===== config.mk =====
export PLATFORM = sky130hd
export DESIGN_NAME = pipelined_adder
export DESIGN_NICKNAME = d
export VERILOG_FILES = /design/src/rtl/pipe_add_pkg.sv /design/src/rtl/adder_slice.sv /design/src/rtl/pipelined_adder.sv
export SDC_FILE = /design/constraint.sdc
export NUM_CORES = 1
export LEC_CHECK = 0
export CAP_MARGIN = 0
export CORE_MARGIN = 8
export CORE_UTILIZATION = 60
export DETAILED_ROUTE_END_ITERATION = 7
export DONT_BUFFER_PORTS = 1
export GPL_ROUTABILITY_DRIVEN = 0
export PLACE_DENSITY_LB_ADDON = 0.08
export SETUP_SLACK_MARGIN = 0.1
export SLEW_MARGIN = 10
export SYNTH_ARGS = -nofsm -noshare
export SYNTH_HDL_FRONTEND = slang
export SYNTH_HIERARCHICAL = 1
export SYNTH_SLANG_ARGS = --single-unit

===== constraint.sdc =====
create_clock -name clk -period 5.12 [get_ports clk]
set_clock_uncertainty 0.2 [all_clocks]
set_input_delay 1.024 -clock clk [delete_from_list [all_inputs] [get_ports clk]]
set_output_delay 1.024 -clock clk [all_outputs]
set_load 0.02 [all_outputs]

===== src/rtl/pipe_add_pkg.sv =====
// pipe_add_pkg: default sizing and configuration check shared by the pipelined adder
package pipe_add_pkg;
    localparam int PA_WIDTH  = 16;
    localparam int PA_STAGES = 4;

    function automatic bit pa_cfg_ok(input int width, input int stages);
        return width >= 1 && stages >= 1 && (width % stages) == 0;
    endfunction
endpackage


===== src/rtl/adder_slice.sv =====
// adder_slice: combinational CHUNK-bit ripple chain of full-adder cells
module adder_slice #(
    parameter int CHUNK = 4
) (
    input  logic [CHUNK-1:0] a,
    input  logic [CHUNK-1:0] b,
    input  logic             cin,
    output logic [CHUNK-1:0] sum,
    output logic             cout
);
    logic [CHUNK:0] c;
    assign c[0] = cin;
    for (genvar i = 0; i < CHUNK; i++) begin : g_fa
        assign sum[i]   = a[i] ^ b[i] ^ c[i];
        assign c[i+1]   = (a[i] & b[i]) | (a[i] & c[i]) | (b[i] & c[i]);
    end
    assign cout = c[CHUNK];
endmodule


===== src/rtl/pipelined_adder.sv =====
// pipelined_adder: WIDTH-bit ripple adder split into STAGES registered slices with full-pipeline stall
module pipelined_adder
    import pipe_add_pkg::*;
#(
    parameter int WIDTH  = PA_WIDTH,
    parameter int STAGES = PA_STAGES
) (
    input  logic             clk,
    input  logic             rstn,
    input  logic             in_valid,
    output logic             in_ready,
    input  logic [WIDTH-1:0] a,
    input  logic [WIDTH-1:0] b,
    input  logic             cin,
    output logic             out_valid,
    input  logic             out_ready,
    output logic [WIDTH-1:0] sum,
    output logic             cout,
    output logic             ovf
);
    localparam int CHUNK = WIDTH / STAGES;

    if (!pa_cfg_ok(WIDTH, STAGES)) begin : g_bad_cfg
        $error("pipelined_adder: WIDTH must be a positive multiple of STAGES");
    end

    logic                         adv;
    logic [STAGES-1:0]            v_q, c_q, v_i, c_i, co;
    logic [STAGES-1:0][WIDTH-1:0] a_q, b_q, sum_q, a_i, b_i, sum_i, sum_d;
    logic [STAGES-1:0][CHUNK-1:0] ss;

    assign adv      = out_ready | ~out_valid;
    assign in_ready = adv;

    for (genvar s = 0; s < STAGES; s++) begin : g_stage
        if (s == 0) begin : g_head
            assign v_i[s]   = in_valid;
            assign c_i[s]   = cin;
            assign a_i[s]   = a;
            assign b_i[s]   = b;
            assign sum_i[s] = '0;
        end else begin : g_body
            assign v_i[s]   = v_q[s-1];
            assign c_i[s]   = c_q[s-1];
            assign a_i[s]   = a_q[s-1];
            assign b_i[s]   = b_q[s-1];
            assign sum_i[s] = sum_q[s-1];
        end
        adder_slice #(.CHUNK(CHUNK)) u_slice (
            .a    (a_i[s][s*CHUNK +: CHUNK]),
            .b    (b_i[s][s*CHUNK +: CHUNK]),
            .cin  (c_i[s]),
            .sum  (ss[s]),
            .cout (co[s])
        );
        // slice s of the incoming partial sum is still zero, so OR merges the new chunk in
        assign sum_d[s] = sum_i[s] | (WIDTH'(ss[s]) << (s * CHUNK));
    end

    always_ff @(posedge clk) begin
        if (!rstn) begin
            v_q   <= '0;
            c_q   <= '0;
            a_q   <= '0;
            b_q   <= '0;
            sum_q <= '0;
        end else if (adv) begin
            v_q   <= v_i;
            c_q   <= co;
            a_q   <= a_i;
            b_q   <= b_i;
            sum_q <= sum_d;
        end
    end

    assign out_valid = v_q[STAGES-1];
    assign sum       = sum_q[STAGES-1];
    assign cout      = c_q[STAGES-1];
    assign ovf       = (a_q[STAGES-1][WIDTH-1] == b_q[STAGES-1][WIDTH-1]) &
                       (sum_q[STAGES-1][WIDTH-1] != a_q[STAGES-1][WIDTH-1]);
endmodule

==> results of run 1 <==
[worst max-delay path, stage by stage]
cell and delay [ns]:
nor2b_4 0.08, buf_4 0.40, inv_6 0.25
[sequential cells by signal (all words and copies together), names as in the netlist]
register / count
sum: 16
a_i: 24
a_q: 1
sum_i: 24
c_q: 4
b_q: 1
v_q: 4
b_i: 24
[layout make-up]
cell class | instances | area, um2 | area share, %
multi-input cells | 260 | 1860 | 43.0
flip-flops and latches | 98 | 1960 | 45.4
repair buffers | 2 | 15.0 | 0.347
clock buffers | 10 | 138 | 3.18
clock inverters | 6 | 90.1 | 2.08
well taps | 80 | 100 | 2.31
inverters | 41 | 159 | 3.67
[cells in the final DEF (no fill, tap or decap), types with 2 or more instances in the layout]
master	count
bufinv_16	2
mux2i_1	97
clkinv_4	2
nand2_1	143
buf_4	2
clkbuf_8	10
inv_1	40
fa_1	16
dfxtp_1	98
[routing by layer]
metal / GRT usage, % / vias up / part of all wire [%]
met5: 0 / - / 0
met4: 6.29 / 0 / 1.3
met3: 4.33 / 9 / 6.3
met2: 22.5 / 36 / 45
met1: 16.4 / 1163 / 47
li1: - / 1308 / -
[cells by family after synthesis]
group / after synthesis / synth area share [%]
buf+inv: 67 / 8.27
flops: 98 / 47.1
fa+ha+maj: 16 / 7.69
compound gates: 2 / 0.331
simple gates: 145 / 13.3
mux: 97 / 23.3
[power groups by stage]
| stage | logic, mW | registers [mW] | clock network, mW |
|---|---|---|---|
| 6_report | 0.0815 | 0.824 | 0.550 |
| 5_1_grt | 0.0974 | 0.830 | 0.587 |
| 4_1_cts | 0.0839 | 0.825 | 0.563 |
| 3_5_place_dp | 0.0830 | 0.843 | 0 |
| 3_3_place_gp | 0.0796 | 0.842 | 0 |
| 2_1_floorplan | 0.0875 | 0.839 | 0 |
[through the flow]
step | worst slack, ns | util, % | hold slack [ns]
final | 2.11 | 64.0 | 0.264
after global routing | 2.06 | 64.0 | 0.288
after CTS | 2.10 | 64.0 | 0.267
after detailed placement | 2.09 | 60.6 | 0.254
after global placement | 2.12 | 60.6 | 0.245
after floorplan | 2.19 | - | 0.238
[worst paths after layout]
| check | endpoint | startpoint | slack (ns) |
|---|---|---|---|
| worst min register to register | b_i[40]$_SDFFE_PN0P_ | b_i[40]$_SDFFE_PN0P_ | 0.26 |
| worst max register to register | sum[15]$_SDFFE_PN0P_ | b_i[60]$_SDFFE_PN0P_ | 2.73 |
| worst max-delay path | in_ready | out_ready | 2.11 |
| worst min-delay path | b_i[40]$_SDFFE_PN0P_ | b_i[40]$_SDFFE_PN0P_ | 0.26 |
==> impl_metrics.yaml, run 1 <==
setup_path:
  end_kind: "output port"
  cp.arrival_ns: 1.79
  start_kind: "primary input"
  cp.required_ns: 3.90
  r2r_cells: 10
  cp_max_fo: 27
  worst-setup-path-type: "in2out"
flow_run:
  drv_cap: 0
clock_network:
  post_cts_buffers: 0
  holdBufCountCts: 0
  htreeDepth: 3
  path_clk_slew_ns: 0.09
  cts_buffers: 9
  cts-root-buf: "clkbuf_8"
  cts.sinks: 98
  cts_tree: "built"
  clk_path_buf_depth: 2
  cts_resized: 0
  worst_skew_pair.late_latency_ns: 0.35
power_and_ir_drop:
  finalPower_mw: 1.46
  p_switching_mw: 0.326
  swShare_pct: 22.4
  intPower_mw: 1.13
  p_seq_share_pct: 56.6
  ir_drop_mv: 0.193
  p_comb_share_pct: 5.6
  power_leakage_nw: 1.81
  p_clk_share_pct: 37.8
  power_density_mw_per_mm2: 337
sta:
  tns_ns: 0
  slew_headroom_pct: 48.7
  fmax_mhz: 332
  rsz0062_at_grt: "false"
  hold_violations: 0
  worstMarginPinSlew_ns: 0.769
  timing.final.crit_period_ns: 3.01
  setup_violations: 0
  post-route-period-util_pct: 58.8
  slew_violations: 0
global_route:
  grt-ovfl-total: 0
  antenna_found_initial: 0
  grt_pass1_wl_um: 11200
  first_global_vias: 2489
  grt_max_degree: 144
  grt_usage_pct: 13.9
synth:
  ys_top_cells_by_count: "nand2_1, dfxtp_1, mux2i_1, inv_1, fa_1"
  synth.area.top_cells: "dfxtp_1, mux2i_1, nand2_1"
  synth_area_per_cell_um2: 9.79
  synth_warnings: 6
  yosys.area.top_type: "dfxtp_1"
  yosysSeqAreaShare_pct: 47.1
  synth_enable_flop_cells: 0
  synth_top_area_share_pct: 47.1
  postSynth.asyncResetShare_pct: 0
  synth-seq-cells: 98
  syn-num-nets: 478
  yosysUniqueCellTypes: 14
  synth_area_mm2: 0.00416
  synth.most_common_cell: "nand2_1"
  synthFlopType: "dfxtp_1"
  synthCells: 425
floorplanning:
  die-area_mm2: 0.00986
  core.rowCount: 30
  die_y_um: 99.3
  pin_count: 57
  dieWidth_um: 99.3
  start_util_pct: 61.6
  core_area_mm2: 0.00676
status:
  status: "finished, final reports clean"
place:
  placed_cells: 481
  hpwlAfterDp_um: 4270
  placed_area_mm2: 0.00410
  portBuffers: 0
layout:
  fillCellCount: 581
  diodes: 0
  drive_above_1_share_pct: 4.80
  postLayoutCellArea_mm2: 0.00433
  area_growth_pct: 3.91
  nets: 465
  fin_cells: 497
routing:
  viasPerCell: 5.06
  drc: 0
  wl_per_cell_um: 13.1
  vias: 2516
  dr.pass1.iters: 4
  antenna_left: 0
  wirelength_um: 6530
  drt_iter0_markers: 67
worst_hold_path:
  holdPathStages: 2
  holdCritPathClass: "reg2reg"
Power figures use the tool's default switching activity.
==> run 2: changes to the inputs <==
- clock period: 5.12 -> 3.1 ns (I/O delays scaled with it)
==> run 2 against run 1 <==
Compared with the run above: cell count fell by 0.40%; largest cell class unchanged; clock power is 49% higher; largest power group unchanged; count of clock-buffer cells in the layout unchanged; critical path type is now reg2reg; worst setup slack lost 1.4 ns; global-route usage fell by 0.10 points; die area unchanged; sequential cell count unchanged.
==> impl_metrics.yaml, run 2 (synthesis results as in run 1) <==
worst_hold_path:
  holdCritPathClass: "in2reg"
power_and_ir_drop:
  p_seq_share_pct: 58.8
  swShare_pct: 22.9
  p_comb_share_pct: 5.8
  intPower_mw: 1.79
  p_clk_share_pct: 35.4
  p_switching_mw: 0.532
  power_density_mw_per_mm2: 538
  finalPower_mw: 2.32
  ir_drop_mv: 0.340
  power_leakage_nw: 1.80
clock_network:
  worst_skew_pair.late_latency_ns: 0.35
  cts_resized: 0
  cts.sinks: 98
  clk_path_buf_depth: 2
  htreeDepth: 3
  path_clk_slew_ns: 0.08
  cts-root-buf: "clkbuf_8"
  post_cts_buffers: 0
  cts_buffers: 9
  cts_tree: "built"
  holdBufCountCts: 0
flow_run:
  drv_cap: 0
setup_path:
  end_kind: "flip-flop"
  cp_max_fo: 2
  start_kind: "flip-flop"
  cp.arrival_ns: 2.42
  cp.required_ns: 3.18
  worst-setup-path-type: "reg2reg"
global_route:
  grt_pass1_wl_um: 11000
  globalRouteMet3Util_pct: 4.33
  busiest_layer: "met2"
  grt_usage_pct: 13.8
  antenna_found_initial: 0
  first_global_vias: 2421
  grt-ovfl-total: 0
  grt_util_met2_pct: 22.4
  met1_usage_pct: 16.2
  grt_max_degree: 144
layout:
  final_cell_mix: "nand2_1, dfxtp_1, mux2i_1, inv_1, fa_1"
  ff_latch_area_mm2: 0.00196
  multi_input_area_mm2: 0.00186
  drive_above_1_share_pct: 4.34
  fillCellCount: 588
  final_common_cell: "nand2_1"
  nets: 464
  postLayoutCellArea_mm2: 0.00430
  area_growth_pct: 3.40
  diodes: 0
sta:
  hold_violations: 0
  rsz0062_at_grt: "false"
  timing.final.crit_period_ns: 2.35
  worstMarginPinSlew_ns: 0.509
  post-route-period-util_pct: 75.7
  setup_violations: 0
  fmax_mhz: 426
  tns_ns: 0
  slew_headroom_pct: 66.1
  slew_violations: 0
routing:
  dr.pass1.iters: 4
  vias: 2503
  drt_iter0_markers: 59
  wirelength_um: 6490
  antenna_left: 0
  drc: 0
  wl_per_cell_um: 13.1
  viasPerCell: 5.06
floorplanning:
  dieWidth_um: 99.3
  die-area_mm2: 0.00986
  die_y_um: 99.3
  core_area_mm2: 0.00676
  core.rowCount: 30
  start_util_pct: 61.6
  pin_count: 57
place:
  portBuffers: 0
  hpwlAfterDp_um: 4120
  placed_area_mm2: 0.00410
status:
  status: "finished, final reports clean"
==> run 2: power groups by stage <==
| stage | Clock [mW] | Sequential (mW) | Combinational [mW] |
|---|---|---|---|
| global route | 0.897 | 1.37 | 0.160 |
| finish | 0.821 | 1.36 | 0.135 |
| global placement | 0 | 1.39 | 0.132 |
| floorplan | 0 | 1.39 | 0.145 |
| detailed placement | 0 | 1.39 | 0.137 |
| CTS | 0.855 | 1.36 | 0.138 |
==> run 2: cell type report <==
cell class / count / area share [%]
Sequential cell: 98 / 45.6
Multi-Input combinational cell: 260 / 43.3
Inverter: 41 / 3.69
Clock buffer: 10 / 3.20
Tap cell: 80 / 2.33
Clock inverter: 5 / 1.48
Timing Repair Buffer: 1 / 0.465
==> run 2: worst max-delay path: stages, from the launching register on <==
cell and delay, ns:
dfxtp_1 0.32, inv_1 0.07, fa_1 0.16, inv_1 0.05, fa_1 0.38, fa_1 0.38, inv_1 0.08, fa_1 0.40
inv_1 0.06, nand2_1 0.05, mux2i_1 0.12
==> run 2: stage by stage <==
stage	setup WS (ns)	util, %	hold slack [ns]	instances
finish	0.755	63.7	0.200	495
global route	0.593	63.7	0.181	495
floorplan	0.571	-	0.238	425
global placement	0.538	60.7	0.245	480
detailed placement	0.482	60.7	0.252	480
CTS	0.737	63.7	0.186	495
==> run 2: path summary, 6_finish.rpt <==
kind,start,end,slack [ns],cells after the start
worst max-delay path,a_i[20]$_SDFFE_PN0P_,sum_i[39]$_SDFFE_PN0P_,0.75,10
worst min-delay path,rstn,v_q[3]$_SDFFE_PN0P_,0.20,1
worst max register to register,a_i[20]$_SDFFE_PN0P_,sum_i[39]$_SDFFE_PN0P_,0.75,10
worst min register to register,b_i[40]$_SDFFE_PN0P_,b_i[40]$_SDFFE_PN0P_,0.26,2
==> run 2: routing by layer <==
metal | vias to the layer above | part of all wire (%)
met3 | 10 | 5.9
met5 | - | 0
li1 | 1303 | -
met4 | 0 | 1.7
met1 | 1152 | 46
met2 | 38 | 46
